--- src/rtl/circulant_transpose_ctrl.sv ---
// circulant_transpose_ctrl
//   Sequencer for a circulant column-chunked transpose memory. It fills one
//   MATRIX_DIM x MATRIX_DIM matrix of COL_WIDTH-bit chunks row-major from a
//   valid/ready word stream. It then drains the matrix column-major through the
//   memory read port into a valid/ready output stream. This block is the only
//   master of both memory ports.
//
//   Ports
//     clk, rst_n                 clock, asynchronous active-low reset
//     in_valid/in_ready/in_data  input word stream (accepted in IDLE and FILL)
//     out_valid/out_ready/out_data/out_last
//                                output word stream; out_last marks the final word
//     write_en/write_row/write_col/mem_wdata
//                                memory write port (base column = word * CPW)
//     read_en/read_row/read_col/mem_rdata
//                                memory read port; mem_rdata is valid one cycle
//                                after read_en
//     busy                       controller is not idle
//
//   Optional feature macro: CIRC_XPOSE_STATS_EN adds matrix_count[15:0]
//   (wrapping count of completed matrices) and stall_count[15:0] (saturating
//   count of cycles with out_valid & !out_ready).
module circulant_transpose_ctrl #(
  parameter int MATRIX_DIM = 4,
  parameter int COL_WIDTH  = 8,
  parameter int WORD_LEN   = 32,
  parameter int ADDR_LEN   = $clog2(MATRIX_DIM)
) (
  input  logic                clk,
  input  logic                rst_n,
  input  logic                in_valid,
  output logic                in_ready,
  input  logic [WORD_LEN-1:0] in_data,
  output logic                out_valid,
  input  logic                out_ready,
  output logic [WORD_LEN-1:0] out_data,
  output logic                out_last,
  output logic                write_en,
  output logic [ADDR_LEN-1:0] write_row,
  output logic [ADDR_LEN-1:0] write_col,
  output logic [WORD_LEN-1:0] mem_wdata,
  output logic                read_en,
  output logic [ADDR_LEN-1:0] read_row,
  output logic [ADDR_LEN-1:0] read_col,
  input  logic [WORD_LEN-1:0] mem_rdata,
`ifdef CIRC_XPOSE_STATS_EN
  output logic [15:0]         matrix_count,
  output logic [15:0]         stall_count,
`endif
  output logic                busy
);

  localparam int CPW    = WORD_LEN / COL_WIDTH;
  localparam int WPR    = MATRIX_DIM / CPW;
  localparam int NWORDS = MATRIX_DIM * WPR;
  localparam int WW     = (WPR > 1) ? $clog2(WPR) : 1;
  localparam int RW     = $clog2(NWORDS + 1);

  typedef enum logic [1:0] {IDLE, FILL, DRAIN} state_t;

  state_t              state, state_nxt;
  logic [WW-1:0]       wr_w, rd_w;
  logic [ADDR_LEN-1:0] wr_row, rd_row;
  logic [RW-1:0]       reads_issued;
  logic                rd_pending, rd_pending_last;
  logic [WORD_LEN-1:0] fifo_data [2];
  logic [1:0]          fifo_last;
  logic                fifo_wp, fifo_rp;
  logic [1:0]          fifo_count;
  logic [2:0]          occ_after_pop;
  logic                push, pop, last_wr, last_rd, drain_done;

  function automatic logic [15:0] sat_inc16(input logic [15:0] v);
    return (v == 16'hFFFF) ? v : v + 16'd1;
  endfunction

  // Write side: purely combinational from the input handshake
  assign in_ready  = (state != DRAIN);
  assign write_en  = in_valid & in_ready;
  assign mem_wdata = in_data;
  assign write_row = wr_row;
  assign write_col = ADDR_LEN'(wr_w * CPW);
  assign last_wr   = write_en && (wr_row == ADDR_LEN'(MATRIX_DIM - 1)) && (wr_w == WW'(WPR - 1));

  // Read side: column-major walk, rows inner
  assign read_row = rd_row;
  assign read_col = ADDR_LEN'(rd_w * CPW);
  assign last_rd  = (reads_issued == RW'(NWORDS - 1));

  assign out_valid = (fifo_count != 2'd0);
  assign pop       = out_valid & out_ready;
  assign push      = rd_pending;
  assign out_data  = out_valid ? fifo_data[fifo_rp] : '0;
  assign out_last  = out_valid & fifo_last[fifo_rp];
  assign drain_done = pop & fifo_last[fifo_rp];

  // Credit: FIFO occupancy after this cycle's pop plus the read still in
  // flight must leave room for one more word. Counting the pop keeps the
  // stream at one word per cycle while out_ready stays high.
  assign occ_after_pop = {1'b0, fifo_count} + {2'b00, rd_pending} - {2'b00, pop};
  assign read_en = (state == DRAIN) && (reads_issued < RW'(NWORDS)) && (occ_after_pop < 3'd2);

  assign busy = (state != IDLE);

  always_comb begin
    state_nxt = state;
    case (state)
      IDLE:    if (write_en) state_nxt = last_wr ? DRAIN : FILL;
      FILL:    if (last_wr) state_nxt = DRAIN;
      DRAIN:   if (drain_done) state_nxt = IDLE;
      default: state_nxt = IDLE;
    endcase
  end

  always_ff @(posedge clk or negedge rst_n) begin
    if (!rst_n) state <= IDLE;
    else        state <= state_nxt;
  end

  // Stage p0: address counters
  always_ff @(posedge clk or negedge rst_n) begin
    if (!rst_n) begin
      wr_w         <= '0;
      wr_row       <= '0;
      rd_w         <= '0;
      rd_row       <= '0;
      reads_issued <= '0;
    end else begin
      if (write_en) begin
        if (wr_w == WW'(WPR - 1)) begin
          wr_w   <= '0;
          wr_row <= (wr_row == ADDR_LEN'(MATRIX_DIM - 1)) ? '0 : wr_row + 1'b1;
        end else begin
          wr_w <= wr_w + 1'b1;
        end
      end
      if (read_en) begin
        if (rd_row == ADDR_LEN'(MATRIX_DIM - 1)) begin
          rd_row <= '0;
          rd_w   <= (rd_w == WW'(WPR - 1)) ? '0 : rd_w + 1'b1;
        end else begin
          rd_row <= rd_row + 1'b1;
        end
      end
      if (drain_done)   reads_issued <= '0;
      else if (read_en) reads_issued <= reads_issued + 1'b1;
    end
  end

  // Stage p1: read in flight; mem_rdata lands in the output FIFO
  always_ff @(posedge clk or negedge rst_n) begin
    if (!rst_n) begin
      rd_pending      <= 1'b0;
      rd_pending_last <= 1'b0;
      fifo_wp         <= 1'b0;
      fifo_rp         <= 1'b0;
      fifo_count      <= 2'd0;
      fifo_last       <= 2'b00;
    end else begin
      rd_pending      <= read_en;
      rd_pending_last <= read_en & last_rd;
      if (push) begin
        fifo_last[fifo_wp] <= rd_pending_last;
        fifo_wp            <= ~fifo_wp;
      end
      if (pop) fifo_rp <= ~fifo_rp;
      fifo_count <= fifo_count + {1'b0, push} - {1'b0, pop};
    end
  end

  always_ff @(posedge clk) begin
    if (push) fifo_data[fifo_wp] <= mem_rdata;
  end

`ifdef CIRC_XPOSE_STATS_EN
  always_ff @(posedge clk or negedge rst_n) begin
    if (!rst_n) begin
      matrix_count <= 16'd0;
      stall_count  <= 16'd0;
    end else begin
      if (drain_done) matrix_count <= matrix_count + 16'd1;
      if (out_valid && !out_ready) stall_count <= sat_inc16(stall_count);
    end
  end
`endif

endmodule

--- config.mk ---
export PLATFORM = sky130hd
export DESIGN_NAME = circulant_transpose_ctrl
export DESIGN_NICKNAME = d
export VERILOG_FILES = /design/src/rtl/circulant_transpose_ctrl.sv
export SDC_FILE = /design/constraint.sdc
export NUM_CORES = 1
export LEC_CHECK = 0
export BUFFER_PORTS_ARGS = -buffer_cell sky130_fd_sc_hd__buf_2
export CAP_MARGIN = 20
export CORE_UTILIZATION = 51
export CTS_CLUSTER_DIAMETER = 80
export DETAILED_ROUTE_END_ITERATION = 16
export PLACE_DENSITY = 0.8
export SLEW_MARGIN = 20
export SYNTH_ARGS = -nofsm -noshare
export SYNTH_HDL_FRONTEND = slang
export SYNTH_SLANG_ARGS = --single-unit
--- constraint.sdc ---
create_clock -name clk -period 4 [get_ports clk]
set_input_delay 0.4 -clock clk [delete_from_list [all_inputs] [get_ports clk]]
set_output_delay 0.4 -clock clk [all_outputs]
set_load 0.02 [all_outputs]
==> metrics <==
Critical Path Sink Type primary output; Post-synth EDFFs 64; DP Wirelength 4.07 mm; Post-CTS Setup Bufs 0; Synth Area per Inst 14.5 sq um; Cell Chain, Critical Path o21ai_0 > inv_1 > ha_1 > inv_1 > ha_1 > fa_1 > nor4b_4 > and2_4 > buf_2; Max VDD drop 0.493 mV; TritonCTS clock tree built; Max Cap Viol 0; FP Rows 29; Via density 5.17; clk_skew 0.00988 ns; failing checks design-rule violations; chip height 84.9 um; Num CTS Buffers 9; pin count of the biggest net entering global routing 35; WHS 0.240 ns; Fmax achieved 285 MHz; Setup CP Type reg -> out; Post-Syn Area 3500 sq um; setup TNS 0 ns; status complete, but fails checks; worst hold path depth 1; vias in the first global route 2129; sequential area share after synthesis 67.0%; Core ar. 6490 sq um; pre-CTS setup slack 0.877 ns; worst-margin pin slew 1.03 ns; Worst path slowest cell fa_1; Final setup violation count 0; Cells after DPL 356; I/O Buffers 77; Max-slew headroom 31.2%; Fillers 520; ys flop type edfxtp_1; H-tree depth 3; period utilization 87.7%; clk sink count 81; WP data required 3.60 ns; critical path startpoint category flip-flop; Post-Route WL 6.21 mm; Tmin final 3.51 ns; HP Class in -> reg; flop2flop setup slack 0.95 ns; clk_lat worst skew 0.34 ns; Final Hold Viols 0; fin nets 366; via count 1927; 1st-iter DRT viols 118; post-route non-filler standard cell count 373; R2R Path End read_row[1]$_DFFE_PN0P_; fin worst setup slack 0.493 ns; drt wl/cell 16.6 um; PD cells 637 nW/um^2; PostCTS Resize Cnt 0; Final ANT Viol Nets 0; P_leak 1.70 nW; synth warn 0; DR DRC count 15; RSZ-0062 raised after global routing no; crit-path max FO 5; Overall Global Routing Usage 17.9%; Hold Path Origin mem_rdata[9]; reg2reg start fifo_count[1]$_DFF_PN0_; commonest non-fill, non-tap cell in the layout buf_2; Synth Instances 241; Die W 84.9 um; IO Pins 146; Max Slew Vio Count 0; die area 7200 sq um; post-synthesis async set-or-reset flop share 21.0%; Placer Congestion 0.757; Detailed Routing Iterations Pass 1 10; initial antenna violation count 0; Layout area overhead 11.5%; flop and latch count out of synthesis 81; worst reg2reg path depth 9; Starting Density 53.9%; remaining global-route overflow 0; hold endpoint fifo_data[1][9]$_DFFE_PP_; most frequent cells in the layout buf_2 (77), edfxtp_1 (64), nor2_1 (37), mux2i_1 (33), dfrtp_1 (16); slowest stage delay, CP 0.56 ns; Netlist cell types 28; layout cells sized above 1 35.1%; Root Buffer clkbuf_8; # diodes 0; Clk pin slew, worst setup/hold paths 0.09 ns; CTS max path bufs 2; Critical Path AT 3.11 ns; global-route wire length before repair 9.65 mm
cells by family after synthesis:
kind of cell             count (synthesis)  share of synthesized area (%)
adder cells (fa/ha/maj)                  7                           2.72
AO/OA/AOI/OAI                            8                           1.39
multiplexers                            39                           11.4
XOR/XNOR                                 4                           1.21
other                                    1                          0.107
AND/OR/NAND/NOR                         50                           6.61
buffers and inverters                   51                           9.57
flip-flops                              81                           67.0
state kept, by name (all words and copies together), names as in the netlist:
register / flops
push: 1
fifo_count: 2
read_row: 2
fifo_data: 64
state: 2
rd_pending_last: 1
fifo_rp: 1
fifo_last: 2
fifo_wp: 1
reads_issued: 3
write_row: 2
metrics by stage:
stage / cell area (sq um) / total power [mW] / utilization, %
global route: 3910 / 2.62 / 60.1
CTS: 3910 / 2.51 / 60.1
global placement: 3710 / 1.93 / 57.1
finish: 3910 / 2.49 / 60.1
floorplan: 3510 / 1.71 / -
detailed placement: 3710 / 1.95 / 57.1
layout make-up:
cell class	count	area [sq um]	area share, %
flip-flops and latches	81	2350	60.1
multi-input cells	112	842	21.6
repair buffers	79	403	10.3
clock buffers	10	128	3.27
well taps	77	96.3	2.47
clock inverters	6	58.8	1.51
inverters	8	30.0	0.769
cells in the mapped netlist (2+ instances only):
master	number	area, sq um
ha_1	6	75.1
mux2i_1	33	330
dfrtp_1	17	425
a21oi_1	3	15.0
buf_2	7	35.0
mux2_1	2	22.5
inv_1	8	30.0
mux2_2	4	45.0
nor2_1	39	146
nand3b_1	2	15.0
xnor2_1	2	17.5
o41ai_1	2	17.5
edfxtp_1	64	1920
nand2_1	2	7.51
o21ai_0	2	10.0
buf_4	36	270
per-layer routing:
layer,up-vias,track usage (%),part of all wire [%],wire [um]
li1,905,-,-,-
met1,933,18.4,37,2290
met2,70,34.1,56,3450
met3,19,3.99,5.3,331
met4,0,8.63,2.1,133
met5,-,0,0,0
worst max-delay path, delay by kind of cell, from the launching register on:
kind            cells  cell delay [ns]
simple gates        2             0.59
flops               1             0.46
compound gates      1             0.41
buf+inv             3             0.29
fa+ha+maj           3             1.02
report_power, final:
| group | switching (mW) | internal (mW) | total [mW] |
|---|---|---|---|
| clock | 0.282 | 0.284 | 0.566 |
| sequential | 0.129 | 0.945 | 1.07 |
| combinational | 0.509 | 0.339 | 0.847 |
worst max path at each step:
stage / startpoint / endpoint / slack (ns)
global route: fifo_count[1]$_DFF_PN0_ / read_en / 0.27
global placement: fifo_count[1]$_DFF_PN0_ / read_en / 1.03
CTS: fifo_count[1]$_DFF_PN0_ / read_en / 0.49
detailed placement: fifo_count[1]$_DFF_PN0_ / read_en / 0.88
finish: fifo_count[1]$_DFF_PN0_ / read_en / 0.49
floorplan: fifo_count[1]$_DFF_PN0_ / read_row[0]$_DFFE_PN0P_ / 1.22
what timing repair did:
action	CTS	global route
setup endpoints to repair	0	0
hold buffers	1	0
endpoints found under the hold margin	17	0
No activity file was read; power rests on OpenSTA's default activity.
